--- config.mk ---
export PLATFORM = sky130hd
export DESIGN_NAME = byte_mem_req_ctrl_flat
export DESIGN_NICKNAME = d
export VERILOG_FILES = /design/src/rtl/byte_mem_req_ctrl_if.sv /design/src/rtl/byte_mem_req_ctrl.sv /design/src/flat_wrapper.sv
export SDC_FILE = /design/constraint.sdc
export NUM_CORES = 1
export LEC_CHECK = 0
export ABC_CLOCK_PERIOD_IN_PS = 9730
export BUFFER_PORTS_ARGS = -buffer_cell sky130_fd_sc_hd__buf_2
export CORE_UTILIZATION = 35
export DETAILED_ROUTE_END_ITERATION = 6
export GPL_TIMING_DRIVEN = 0
export PLACE_DENSITY = 0.61
export SETUP_SLACK_MARGIN = 0.1
export SYNTH_ARGS = -nofsm -noshare
export SYNTH_HDL_FRONTEND = slang
export SYNTH_SLANG_ARGS = --single-unit
--- constraint.sdc ---
create_clock -name clk -period 9.73 [get_ports clk]
set_clock_uncertainty 0.1 [all_clocks]
set_input_delay 0.4865 -clock clk [delete_from_list [all_inputs] [get_ports clk]]
set_output_delay 0.4865 -clock clk [all_outputs]
set_load 0.005 [all_outputs]
--- src/rtl/byte_mem_req_ctrl_if.sv ---
// Request/issue/response bundle for byte_mem_req_ctrl.
// master: requester side (also the memory's read-data return).
// slave : byte_mem_req_ctrl itself.
interface byte_mem_req_ctrl_if #(
  parameter int unsigned ADDR_W = 3
);
  logic              req_valid;
  logic              req_ready;
  logic              req_wr;
  logic [ADDR_W-1:0] req_addr;
  logic [31:0]       req_data;
  logic [3:0]        req_mask;

  logic              mem_enb;
  logic              mem_wr;
  logic [ADDR_W-1:0] mem_addr;
  logic [31:0]       mem_data;
  logic [3:0]        mem_mask;
  logic [31:0]       mem_rdata;

  logic              rsp_valid;
  logic              rsp_ready;
  logic [31:0]       rsp_data;

  modport master (
    output req_valid, req_wr, req_addr, req_data, req_mask, rsp_ready, mem_rdata,
    input  req_ready, mem_enb, mem_wr, mem_addr, mem_data, mem_mask, rsp_valid, rsp_data
  );

  modport slave (
    input  req_valid, req_wr, req_addr, req_data, req_mask, rsp_ready, mem_rdata,
    output req_ready, mem_enb, mem_wr, mem_addr, mem_data, mem_mask, rsp_valid, rsp_data
  );
endinterface

--- src/rtl/byte_mem_req_ctrl.sv ---
// Request front-end for the byte-masked 32-bit memory: request FIFO,
// single-cycle registered issue strobe, registered read-response slot.
// Optional feature macro: BYTE_MEM_ZERO_MASK_DROP_EN (zero-mask writes are
// popped without strobing the memory or counting in wr_cnt).
module byte_mem_req_ctrl #(
  parameter int unsigned ADDR_W = 3,
  parameter int unsigned DEPTH  = 4
) (
  input  logic                   clk,
  input  logic                   rst_n,
  byte_mem_req_ctrl_if.slave     bus,
  output logic [$clog2(DEPTH):0] fifo_count,
  output logic [15:0]            wr_cnt
);
  localparam int unsigned PW = $clog2(DEPTH);
  localparam int unsigned CW = PW + 1;

  typedef struct packed {
    logic              wr;
    logic [ADDR_W-1:0] addr;
    logic [31:0]       data;
    logic [3:0]        mask;
  } entry_t;

  typedef enum logic [1:0] {IDLE, ISSUE, RD_WAIT, RSP_HOLD} state_e;

  entry_t            fifo_q [DEPTH];
  entry_t            fifo_d [DEPTH];
  logic [PW-1:0]     wr_ptr_q, wr_ptr_d, rd_ptr_q, rd_ptr_d;
  logic [CW-1:0]     count_q, count_d;
  state_e            state_q, state_d;
  logic              mem_enb_q, mem_enb_d, mem_wr_q, mem_wr_d;
  logic [ADDR_W-1:0] mem_addr_q, mem_addr_d;
  logic [31:0]       mem_data_q, mem_data_d;
  logic [3:0]        mem_mask_q, mem_mask_d;
  logic              rsp_valid_q, rsp_valid_d;
  logic [31:0]       rsp_data_q, rsp_data_d;
  logic [15:0]       wr_cnt_q, wr_cnt_d;

  logic   req_ready, push, pop, drop, issue, rsp_accept, read_ok;
  entry_t head;

  assign req_ready  = (count_q < CW'(DEPTH));
  assign push       = bus.req_valid && req_ready;
  assign head       = fifo_q[rd_ptr_q];
  assign rsp_accept = rsp_valid_q && bus.rsp_ready;
  // A read may go out when nothing is outstanding, or on the edge the
  // pending response is accepted (back-to-back reads).
  assign read_ok    = (state_q == IDLE) || (state_q == ISSUE) ||
                      ((state_q == RSP_HOLD) && rsp_accept);
  assign pop        = (count_q != '0) && (head.wr || read_ok);
`ifdef BYTE_MEM_ZERO_MASK_DROP_EN
  assign drop       = pop && head.wr && (head.mask == 4'b0000);
`else
  assign drop       = 1'b0;
`endif
  assign issue      = pop && !drop;

  // FIFO storage and pointer/occupancy update
  always_comb begin
    fifo_d   = fifo_q;
    wr_ptr_d = wr_ptr_q;
    rd_ptr_d = rd_ptr_q;
    if (push) begin
      fifo_d[wr_ptr_q] = '{wr: bus.req_wr, addr: bus.req_addr,
                           data: bus.req_data, mask: bus.req_mask};
      wr_ptr_d = wr_ptr_q + PW'(1);
    end
    if (pop) rd_ptr_d = rd_ptr_q + PW'(1);
    count_d = count_q + CW'(push) - CW'(pop);
  end

  // FSM next state, issue registers, response slot and write counter
  always_comb begin
    state_d     = state_q;
    mem_enb_d   = issue;
    mem_wr_d    = mem_wr_q;
    mem_addr_d  = mem_addr_q;
    mem_data_d  = mem_data_q;
    mem_mask_d  = mem_mask_q;
    rsp_valid_d = rsp_valid_q;
    rsp_data_d  = rsp_data_q;
    wr_cnt_d    = wr_cnt_q;
    if (issue) begin
      mem_wr_d   = head.wr;
      mem_addr_d = head.addr;
      mem_data_d = head.data;
      mem_mask_d = head.mask;
      if (head.wr && (wr_cnt_q != 16'hFFFF)) wr_cnt_d = wr_cnt_q + 16'd1;
    end
    case (state_q)
      IDLE, ISSUE: begin
        if (pop && !head.wr)       state_d = RD_WAIT;
        else if (count_d != '0)    state_d = ISSUE;
        else                       state_d = IDLE;
      end
      // RD_WAIT covers the strobe cycle and the data cycle; the strobe cycle
      // is the only one in RD_WAIT where the registered issue is a read.
      RD_WAIT: begin
        if (!(mem_enb_q && !mem_wr_q)) begin
          state_d     = RSP_HOLD;
          rsp_valid_d = 1'b1;
          rsp_data_d  = bus.mem_rdata;
        end
      end
      RSP_HOLD: begin
        if (rsp_accept) begin
          rsp_valid_d = 1'b0;
          if (pop && !head.wr)     state_d = RD_WAIT;
          else if (count_d != '0)  state_d = ISSUE;
          else                     state_d = IDLE;
        end
      end
      default: state_d = IDLE;
    endcase
  end

  // Entry storage needs no reset; occupancy gates every read of it
  always_ff @(posedge clk) begin
    fifo_q <= fifo_d;
  end

  // Control and output registers
  always_ff @(posedge clk or negedge rst_n) begin
    if (!rst_n) begin
      wr_ptr_q    <= '0;
      rd_ptr_q    <= '0;
      count_q     <= '0;
      state_q     <= IDLE;
      mem_enb_q   <= 1'b0;
      mem_wr_q    <= 1'b0;
      mem_addr_q  <= '0;
      mem_data_q  <= '0;
      mem_mask_q  <= '0;
      rsp_valid_q <= 1'b0;
      rsp_data_q  <= '0;
      wr_cnt_q    <= '0;
    end else begin
      wr_ptr_q    <= wr_ptr_d;
      rd_ptr_q    <= rd_ptr_d;
      count_q     <= count_d;
      state_q     <= state_d;
      mem_enb_q   <= mem_enb_d;
      mem_wr_q    <= mem_wr_d;
      mem_addr_q  <= mem_addr_d;
      mem_data_q  <= mem_data_d;
      mem_mask_q  <= mem_mask_d;
      rsp_valid_q <= rsp_valid_d;
      rsp_data_q  <= rsp_data_d;
      wr_cnt_q    <= wr_cnt_d;
    end
  end

  assign bus.req_ready = req_ready;
  assign bus.mem_enb   = mem_enb_q;
  assign bus.mem_wr    = mem_wr_q;
  assign bus.mem_addr  = mem_addr_q;
  assign bus.mem_data  = mem_data_q;
  assign bus.mem_mask  = mem_mask_q;
  assign bus.rsp_valid = rsp_valid_q;
  assign bus.rsp_data  = rsp_data_q;
  assign fifo_count    = count_q;
  assign wr_cnt        = wr_cnt_q;
endmodule

--- src/flat_wrapper.sv ---
// flat-port wrapper written by rule: the top's interface ports become plain ports
module byte_mem_req_ctrl_flat 
#(
  parameter int unsigned ADDR_W = 3,
  parameter int unsigned DEPTH  = 4
)
  (clk, rst_n, fifo_count, wr_cnt, bus_req_valid, bus_req_wr, bus_req_addr, bus_req_data, bus_req_mask, bus_rsp_ready, bus_mem_rdata, bus_req_ready, bus_mem_enb, bus_mem_wr, bus_mem_addr, bus_mem_data, bus_mem_mask, bus_rsp_valid, bus_rsp_data);
  byte_mem_req_ctrl_if #(.ADDR_W(ADDR_W)) bus_i ();
  input  logic clk;
  input  logic rst_n;
  output logic [$clog2(DEPTH):0] fifo_count;
  output logic [15:0] wr_cnt;
  input wire logic [$bits(bus_i.req_valid)-1:0] bus_req_valid;
  input wire logic [$bits(bus_i.req_wr)-1:0] bus_req_wr;
  input wire logic [$bits(bus_i.req_addr)-1:0] bus_req_addr;
  input wire logic [$bits(bus_i.req_data)-1:0] bus_req_data;
  input wire logic [$bits(bus_i.req_mask)-1:0] bus_req_mask;
  input wire logic [$bits(bus_i.rsp_ready)-1:0] bus_rsp_ready;
  input wire logic [$bits(bus_i.mem_rdata)-1:0] bus_mem_rdata;
  output wire logic [$bits(bus_i.req_ready)-1:0] bus_req_ready;
  output wire logic [$bits(bus_i.mem_enb)-1:0] bus_mem_enb;
  output wire logic [$bits(bus_i.mem_wr)-1:0] bus_mem_wr;
  output wire logic [$bits(bus_i.mem_addr)-1:0] bus_mem_addr;
  output wire logic [$bits(bus_i.mem_data)-1:0] bus_mem_data;
  output wire logic [$bits(bus_i.mem_mask)-1:0] bus_mem_mask;
  output wire logic [$bits(bus_i.rsp_valid)-1:0] bus_rsp_valid;
  output wire logic [$bits(bus_i.rsp_data)-1:0] bus_rsp_data;
  assign bus_i.req_valid = bus_req_valid;
  assign bus_i.req_wr = bus_req_wr;
  assign bus_i.req_addr = bus_req_addr;
  assign bus_i.req_data = bus_req_data;
  assign bus_i.req_mask = bus_req_mask;
  assign bus_i.rsp_ready = bus_rsp_ready;
  assign bus_i.mem_rdata = bus_mem_rdata;
  assign bus_req_ready = bus_i.req_ready;
  assign bus_mem_enb = bus_i.mem_enb;
  assign bus_mem_wr = bus_i.mem_wr;
  assign bus_mem_addr = bus_i.mem_addr;
  assign bus_mem_data = bus_i.mem_data;
  assign bus_mem_mask = bus_i.mem_mask;
  assign bus_rsp_valid = bus_i.rsp_valid;
  assign bus_rsp_data = bus_i.rsp_data;
  byte_mem_req_ctrl #(.ADDR_W(ADDR_W), .DEPTH(DEPTH)) u_core (.clk(clk), .rst_n(rst_n), .bus(bus_i), .fifo_count(fifo_count), .wr_cnt(wr_cnt));
endmodule
After elaboration in Yosys (flattened, before gate mapping)
Index checks and enable logic that the tools add are counted. W data, S select, Z words.

Word-level logic and storage cells: 82. Output and inout port bits: 94. Flip-flop bits (word level): 259.

Reductions and logical operators: 22. Eq/ne operators: 6. Add/subtract/negate cells: 5. Bitwise gates (word level): 3. $lt $le $gt $ge: 4. Multiplexer cells: 14.

Operator list (count): $bwmux W160 (1); $mux W40 (3); $bmux W40 S2 (1); $demux W40 S2 (1); $add A16 B1 Y16 const B (1); $ne A16 B16 Y1 const B (1); $logic_and A1 B1 Y1 (8); $ge A3 B3 Y1 const B (2); $mux W2 (3); $not A2 Y3 (2); $pmux W2 S3 (1); $reduce_and A2 Y1 (3); $reduce_bool A3 Y1 (2); $add A2 B1 Y2 const B (2); $eq A2 B2 Y1 const B (2); $add A3 B1 Y3 (1); $logic_or A1 B1 Y1 (3); $lt A3 B1 Y1 const B (1); $lt A3 B3 Y1 const B (1); $mux W1 (3); $reduce_and A3 Y1 (1); $sub A3 B1 Y3 (1); $eq A2 B1 Y1 const B (1); $logic_not A1 Y1 (2); other kinds (7) (7).

Logic depth before layout (Yosys ltp)
Gate-level depths: netlist of run 1.

Depth in word-level cells: 12. Mapped depth: 14.

Least setup slack after synthesis of run 1
No wires, ideal clock.

Path kind: reg-to-reg. Start: register u_core.rd_ptr_q[0]. End: register u_core.state_q[0]. Cell stages (with the launch flop): 15. Setup time: 0.129 ns. Slack: 6.495 ns. Data arrival time: 3.006 ns. Required time: 9.501 ns. Path buffers: 2. Cell sequence: dfrtp_1 > buf_6 > mux4_2 > o31ai_4 > buf_6 > inv_1 > ha_1 > inv_1 > ha_1 > inv_1 > fa_1 > xnor2_1 > xnor2_1 > o32ai_1 > o21ai_0.

Longest elaborated chain between the ends: 12.

Ends and longest elaborated chain: start: declaration (RTL line byte_mem_req_ctrl.sv:29) `logic [PW-1:0] wr_ptr_q, wr_ptr_d, rd_ptr_q, rd_ptr_d;`; start signal: assignment (RTL line byte_mem_req_ctrl.sv:140) `rd_ptr_q <= rd_ptr_d;`; $not A2 Y3 (implied by the code) * (RTL line byte_mem_req_ctrl.sv:45) `assign head = fifo_q[rd_ptr_q];`; $bmux W40 S2 * (RTL line byte_mem_req_ctrl.sv:45); $mux W40 (implied by the code) * (2 in series) (RTL line byte_mem_req_ctrl.sv:45); $logic_or A1 B1 Y1 * (RTL line byte_mem_req_ctrl.sv:51) `assign pop = (count_q != '0) && (head.wr || read_ok);`; $logic_and A1 B1 Y1 * (RTL line byte_mem_req_ctrl.sv:51); via u_core.issue (RTL line byte_mem_req_ctrl.sv:40) `logic req_ready, push, pop, drop, issue, rsp_accept, read_ok;`; $sub A3 B1 Y3 * (RTL line byte_mem_req_ctrl.sv:70) `count_d = count_q + CW'(push) - CW'(pop);`; via u_core.count_d[2] (RTL line byte_mem_req_ctrl.sv:30) `logic [CW-1:0] count_q, count_d;`; $reduce_bool A3 Y1 * (RTL line byte_mem_req_ctrl.sv:94, byte_mem_req_ctrl.sv:110); $mux W1 * (RTL line byte_mem_req_ctrl.sv:94, byte_mem_req_ctrl.sv:110); $mux W2 * (RTL line byte_mem_req_ctrl.sv:109) `if (pop && !head.wr) state_d = RD_WAIT;`; $mux W2 (RTL line byte_mem_req_ctrl.sv:107) `if (rsp_accept) begin`; $pmux W2 S3 * (RTL line byte_mem_req_ctrl.sv:91) `case (state_q)`; end signal: assignment (RTL line byte_mem_req_ctrl.sv:142) `state_q <= state_d;`; end: declaration (RTL line byte_mem_req_ctrl.sv:31) `state_e state_q, state_d;`.

Mark *: on every way through the listed nets, which the timed path passes. The rest lies on a longest branch. The select of a mux whose other input is x is not followed. A chain may end at the register's enable or synchronous reset.

Worst setup path in the final report of run 1
Ends and elaborated chain as after synthesis.

==> impl_metrics.json, run 1 <==
{
  "drtIter0Drc": 317,
  "r2r_cells": 14,
  "cts_tree": "done",
  "async_flop_share_pct": 38.2,
  "cts.path.max_buffers": 3,
  "path_clk_slew_ns": 0.06,
  "crit_chain": "buf_6 > mux4_2 > o31ai_4 > buf_6 > inv_1 > ha_1 > inv_1 > ha_1 > inv_1 > fa_1 > xnor2_1 > xnor2_1 > o32ai_1 > o21ai_0",
  "rr_endpoint": "u_core.state_q[0]",
  "grt_use_total_pct": 14.0,
  "num_io_pins": 170,
  "synth_edf_count": 160,
  "hold_slack_ns": 0.0614,
  "syn2layout_area_growth_pct": 24.4,
  "drt-pass1-iter-count": 4,
  "fp-row-count": 60,
  "die_height_um": 169,
  "grt-ovfl-total": 0,
  "hold_violations": 0,
  "cp-start-kind": "flop",
  "cp_slowest_stage_delay_ns": 0.61,
  "antenna_found_initial": 5,
  "power_density_nw_per_um2": 310,
  "ir_drop_uv": 167,
  "post-route-drc-count": 0,
  "viasPerCell": 4.74,
  "tightest_slew_ns": 0.964,
  "report.final.slew_viol_count": 0,
  "p_seq_share_pct": 42.3,
  "multiInputGateArea_um2": 2370,
  "clock_latency_ns": 0.53,
  "hp-class": "input pin to flop",
  "cp_slowest_cell": "mux4_2",
  "dp_hpwl_um": 12900,
  "die-area_um2": 28700,
  "path_common_cell": "inv_1",
  "max_cap_violations": 0,
  "place_congestion": 0.772,
  "syn_inst": 493,
  "min_path_cells": 1,
  "seq_area_um2": 7280,
  "synth_top_area_share_pct": 49.0,
  "crit_fanout": 10,
  "yosys_most_used_dff": "edfxtp_1",
  "path_buf_inv": 5,
  "max_freq_ghz": 0.264,
  "clockPowerShare_pct": 28.4,
  "intPower_mw": 2.71,
  "period_needed_ns": 3.79,
  "via_count": 5189,
  "fillers": 2379,
  "ff2ff_setup_slack_ns": 5.94,
  "leakage_nw": 4.75,
  "hold_path_end": "u_core.fifo_q[108]",
  "required_ns": 10.03,
  "comb_power_share_pct": 29.3,
  "synth_area_leaders": "edfxtp_1 49%, dfrtp_1 25%, mux4_2 9.2%, mux2_2 8.0%, xor2_1 1.1%",
  "nets": 782,
  "path_class": "flop to flop",
  "grt_max_degree": 58,
  "rsz0062_at_grt": "false",
  "wl_um": 19700,
  "yosysSeqAreaShare_pct": 74.3,
  "hp-start": "bus_req_data[24]",
  "core_area_um2": 27300,
  "cts_buffers": 28,
  "worstSetupEndpointType": "flop",
  "cts_root_buf": "clkbuf_16",
  "postLayoutCoreUtil_pct": 44.8,
  "yosys-top-cells-count": "160 x edfxtp_1, 99 x dfrtp_1, 70 x mux2_2, 40 x mux4_2",
  "htree_levels": 1,
  "wl_per_cell_um": 18.0,
  "timing.rr.start": "u_core.rd_ptr_q[0]",
  "portBuffers": 169,
  "synth_top_area_cell": "edfxtp_1",
  "switchingPower_mw": 1.07,
  "ys_warn_count": 0,
  "crit_arrival_ns": 4.09,
  "netSwitchingFraction_pct": 28.3,
  "ys_ff_latch": 259,
  "avgSynthCellArea_um2": 19.9,
  "postRouteAntennaNets": 0,
  "syn_nets": 577,
  "yosys.cell_count.top_type": "edfxtp_1",
  "grt_pass1_vias": 5576,
  "crit_family": "compound AO/OA/AOI/OAI gates",
  "fin_tns_setup_ns": 0,
  "syn_area_um2": 9810,
  "final.period_utilization_pct": 39.0,
  "layout-drive-gt1-share_pct": 47.9,
  "setup_violations": 0,
  "die_w_um": 169,
  "run_status": "completed",
  "synth_cell_type_count": 37,
  "slew_headroom_pct": 35.7,
  "numClockSinks": 259,
  "initial_utilization_pct": 36.0,
  "grt_pass1_wl_um": 30800
}
-- through the flow --
stage	area [µm²]	instances	worst slack (ns)	total power, mW
floorplan	9810	493	6.49	2.31
CTS	12200	1092	5.90	3.85
finish	12200	1094	5.94	3.78
detailed placement	11200	1039	5.91	2.77
global placement	11100	1034	5.98	2.70
global route	12200	1093	5.69	4.00
-- worst max-delay path by stage --
stage                       startpoint                 to  cells after the start
global route        u_core.rd_ptr_q[0]  u_core.state_q[0]                     14
detailed placement  u_core.rd_ptr_q[0]  u_core.state_q[0]                     14
finish              u_core.rd_ptr_q[0]  u_core.state_q[0]                     14
floorplan           u_core.rd_ptr_q[0]  u_core.state_q[0]                     14
CTS                 u_core.rd_ptr_q[0]  u_core.state_q[0]                     14
global placement    u_core.rd_ptr_q[0]  u_core.state_q[0]                     14
-- flip-flops by register name, summed over array words and instances (netlist names) --
| signal | cells |
|---|---|
| u_core.bus.mem_addr | 3 |
| u_core.bus.mem_data | 32 |
| u_core.bus.mem_enb | 1 |
| u_core.bus.mem_mask | 4 |
| u_core.bus.mem_wr | 1 |
| u_core.bus.rsp_data | 32 |
| u_core.bus.rsp_valid | 1 |
| u_core.fifo_count | 3 |
| u_core.fifo_q | 160 |
| u_core.rd_ptr_q | 2 |
| u_core.state_q | 2 |
| u_core.wr_cnt | 16 |
| u_core.wr_ptr_q | 2 |
-- power by group through the flow --
stage               logic (mW)  clock network (mW)  registers [mW]
floorplan                0.697                   0            1.61
global route              1.22                1.15            1.63
CTS                       1.15                1.10            1.60
finish                    1.11                1.07            1.60
detailed placement        1.14                   0            1.62
global placement          1.09                   0            1.61
-- timing repair --
item / CTS / global route
resized for setup: 0 / 0
hold buffers: 1 / 0
setup buffers: 0 / 0
endpoints found under the hold margin: 42 / 0
-- placed cells by master (no fill, tap or decap), types with 5 or more instances in the layout --
cell	instances
mux2_2	70
clkinv_2	9
xor2_1	12
nor3_1	8
nand2_1	8
xnor2_1	8
clkbuf_1	13
inv_1	12
edfxtp_1	160
clkbuf_16	29
mux4_2	40
ha_1	7
buf_6	5
buf_2	169
nand3_1	6
dfrtp_1	99
-- routing by layer --
metal	global-route usage [%]	routed length (µm)	vias up
li1	-	-	2332
met4	3.53	352	6
met1	17.0	8060	2644
met5	0	41	-
met2	24.4	9810	170
met3	4.22	1440	37
-- final cells by class --
cell class	count	share of cell area (%)
sequential	259	59.7
multi-input combinational	202	19.4
timing repair buffer	175	7.91
clock buffer	35	6.38
tap	372	3.81
clock inverter	17	1.46
buffer	20	0.933
inverter	12	0.369
antenna	2	0.0410
-- kinds of logic after synthesis --
| logic type | after synthesis | share of synthesized area (%) |
|---|---|---|
| AOI/OAI and AO/OA | 11 | 0.919 |
| xor gates and xnor gates | 20 | 1.79 |
| adders and majority gates | 8 | 1.10 |
| buffers and inverters | 32 | 1.62 |
| DFF | 259 | 74.3 |
| muxes | 112 | 17.5 |
| and+or+nand+nor | 51 | 2.87 |
(Power assumes the default switching activity.)
==> inputs of run 2 (changes only) <==
--- a/config.mk
+++ b/config.mk
@@ -5,12 +5,13 @@
 export SDC_FILE = /design/constraint.sdc
 export NUM_CORES = 1
 export LEC_CHECK = 0
-export ABC_CLOCK_PERIOD_IN_PS = 9730
+export ABC_AREA = 1
+export ABC_CLOCK_PERIOD_IN_PS = 3300
 export BUFFER_PORTS_ARGS = -buffer_cell sky130_fd_sc_hd__buf_2
 export CORE_UTILIZATION = 35
 export DETAILED_ROUTE_END_ITERATION = 6
 export GPL_TIMING_DRIVEN = 0
-export PLACE_DENSITY = 0.61
+export PLACE_DENSITY = 0.63
 export SETUP_SLACK_MARGIN = 0.1
 export SYNTH_ARGS = -nofsm -noshare
 export SYNTH_HDL_FRONTEND = slang
==> constraint.sdc (replaced) <==
create_clock -name clk -period 3.3 [get_ports clk]
set_clock_uncertainty 0.1 [all_clocks]
set_input_delay 0.165 -clock clk [delete_from_list [all_inputs] [get_ports clk]]
set_output_delay 0.165 -clock clk [all_outputs]
set_load 0.005 [all_outputs]
==> run 2 against run 1 <==
Against the previous run:
- sequential share of layout area fell by 5.0 points
- core utilization increased by 1.7 points
- synthesized cell count increased by 71%
- power rose to 3.2 times the previous value
- via count is 38% higher
- fmax grew 27%
- worst setup slack lost 5.6 ns
- the run now ends with DRC left
- register-to-register slack lost 5.6 ns
- highest routed layer is now met4
- critical path type unchanged
- sequential power increased to 3.0 times the previous value
- clock power grew to 2.9 times the previous value
- global-route usage rose by 2.4 points
- area after synthesis up 3.6%
==> impl_metrics.json, run 2 <==
{
  "wl_per_cell_um": 15.9,
  "grt_use_met3_pct": 2.98,
  "ir_drop_uv": 546,
  "synth_top_area_cell": "edfxtp_1",
  "cts_buffers": 27,
  "syn2layout_area_growth_pct": 31.1,
  "syn_area_um2": 10200,
  "path_class": "flop to flop",
  "ys_warn_count": 0,
  "layout-drive-gt1-share_pct": 24.9,
  "antenna_found_initial": 2,
  "syn_inst": 841,
  "busiest_layer": "met2",
  "timing.rr.start": "u_core.rd_ptr_q[0]",
  "run_status": "finished with violations",
  "synth_top_area_share_pct": 47.3,
  "slew_headroom_pct": 39.0,
  "via_count": 7150,
  "report.final.slew_viol_count": 0,
  "grtUsageMet1_pct": 21.1,
  "core_area_um2": 28600,
  "htree_levels": 1,
  "hp-class": "input pin to asynchronous set/reset pin",
  "crit_arrival_ns": 3.31,
  "rr_endpoint": "u_core.state_q[0]",
  "max_freq_ghz": 0.334,
  "die_height_um": 172,
  "synth_area_leaders": "edfxtp_1 47%, dfrtp_1 24%, nand2_1 7.7%, o21ai_0 4.3%, nor2_1 3.6%",
  "cp-start-kind": "flop",
  "setup_violations": 0,
  "num_io_pins": 170,
  "ys_ff_latch": 259,
  "worstSetupEndpointType": "flop",
  "yosys-top-cells-count": "209 x nand2_1, 160 x edfxtp_1, 99 x dfrtp_1, 98 x nor2_1, 87 x o21ai_0",
  "numClockSinks": 259,
  "viasPerCell": 4.69,
  "async_flop_share_pct": 38.2,
  "period_needed_ns": 2.99,
  "grt_use_total_pct": 16.4,
  "hold_violations": 0,
  "violations": "DRC",
  "fp-row-count": 62,
  "largest_reg_flops": 160,
  "cts_root_buf": "clkbuf_16",
  "power_density_nw_per_um2": 916,
  "drtIter0Drc": 356,
  "post-route-drc-count": 2,
  "wl_um": 24200,
  "ff2ff_setup_slack_ns": 0.31,
  "synth_edf_count": 160,
  "nets": 1202,
  "final_cell_mix": "208 x nand2_1, 178 x buf_2, 160 x edfxtp_1",
  "clock_latency_ns": 0.54,
  "initial_utilization_pct": 35.5,
  "grt_max_degree": 55,
  "path_clk_slew_ns": 0.07,
  "yosysSeqAreaShare_pct": 71.7,
  "yosys_most_used_dff": "edfxtp_1",
  "postRouteAntennaNets": 0,
  "crit_fanout": 11,
  "synth_cell_type_count": 29,
  "syn_nets": 925,
  "grt-ovfl-total": 0,
  "die-area_um2": 29700,
  "die_w_um": 172,
  "portBuffers": 169,
  "grt_pass1_wl_um": 37400,
  "cts.path.max_buffers": 3,
  "dp_hpwl_um": 15300,
  "postLayoutCoreUtil_pct": 46.5,
  "fillers": 2557,
  "max_cap_violations": 0,
  "tightest_slew_ns": 0.913,
  "leakage_nw": 5.53,
  "cts_tree": "done",
  "final_common_cell": "nand2_1",
  "final.period_utilization_pct": 90.6,
  "grt_pass1_vias": 7063,
  "grt_util_met2_pct": 28.5,
  "rsz0062_at_grt": "false",
  "avgSynthCellArea_um2": 12.1,
  "top_register": "u_core.fifo_q",
  "post_cts_buffers": 0,
  "required_ns": 3.62,
  "yosys.cell_count.top_type": "nand2_1",
  "fin_tns_setup_ns": 0,
  "place_congestion": 0.794,
  "r2r_cells": 18,
  "drt-pass1-iter-count": 7
}
## run 2: changes by cell type after synthesis, sizes merged, moves of 6 or more
cell    before  now
nor2         4  100
mux2        72   32
o22ai        0   39
inv         12   33
buf         10   17
mux4        40    0
nand2        8  211
nor3         8    1
clkbuf      10   22
nand3        6   12
xor2        12    3
o21ai        4   87
## run 2: what timing repair did
item,in CTS,in global routing
hold buffers,74,0
endpoints found under the setup margin,0,1
gates resized for setup,0,2
hold endpoints to repair,240,0
## run 2: logic make-up after synthesis
kind of cell,share of synthesized area (%)
flops,71.7
compound gates,6.85
fa+ha+maj,1.06
mux,3.55
simple gates,12.7
buf+inv,3.16
xor+xnor,1.03
## run 2: final cells by class
class / count / area, µm² / area share, %
Sequential cell: 259 / 7280 / 54.7
Multi-Input combinational cell: 510 / 2590 / 19.5
Timing Repair Buffer: 248 / 1710 / 12.9
Clock buffer: 34 / 732 / 5.50
Tap cell: 384 / 480 / 3.61
Buffer: 39 / 198 / 1.48
Clock inverter: 16 / 194 / 1.46
Inverter: 33 / 124 / 0.930
Antenna cell: 2 / 5.00 / 0.0376
## run 2: worst max-delay path by stage
stage	start	to	slack [ns]	cells after the start
global placement	u_core.fifo_count[2]	u_core.fifo_q[124]	-1.12	3
CTS	u_core.rd_ptr_q[1]	u_core.state_q[0]	0.22	17
finish	u_core.rd_ptr_q[0]	u_core.state_q[0]	0.31	18
floorplan	u_core.fifo_count[2]	u_core.fifo_q[0]	0.41	3
global route	u_core.rd_ptr_q[0]	u_core.state_q[0]	0.11	18
detailed placement	u_core.rd_ptr_q[1]	u_core.state_q[0]	0.22	17
## run 2: where the power goes
group          switching, mW  internal, mW
Combinational           2.69          1.65
Sequential             0.375          4.37
Clock                   1.24          1.89
Total                   4.30          7.90
## run 2: through the flow
step | std cells | instance area (µm²) | power, mW | hold slack [ns] | setup WS, ns
after floorplan | 841 | 10200 | 7.34 | -0.231 | 0.407
after global placement | 1394 | 11500 | 8.94 | 0.281 | -1.12
after detailed placement | 1399 | 11600 | 9.10 | 0.157 | 0.218
after CTS | 1523 | 13300 | 12.3 | 0.124 | 0.218
after global routing | 1525 | 13300 | 13.1 | 0.215 | 0.112
final | 1525 | 13300 | 12.2 | 0.112 | 0.310
## run 2: metal layers
| metal | up-vias | part of all wire [%] |
|---|---|---|
| li1 | 3456 | - |
| met1 | 3447 | 43 |
| met2 | 213 | 49 |
| met3 | 34 | 6.3 |
| met4 | 0 | 1.8 |
| met5 | - | 0 |
## run 2: critical path, cell delays in order, from the launching register on
cell     delay, ns
dfrtp_1       0.39
buf_4         0.17
nand2_1       0.07
nand3_1       0.09
nand2_2       0.14
nand2_1       0.08
nand2_2       0.18
inv_2         0.10
buf_4         0.20
ha_1          0.28
inv_1         0.06
ha_1          0.13
inv_1         0.05
fa_1          0.47
inv_1         0.05
nor2_1        0.08
nand3_1       0.08
nand3_1       0.08
nand2_1       0.05
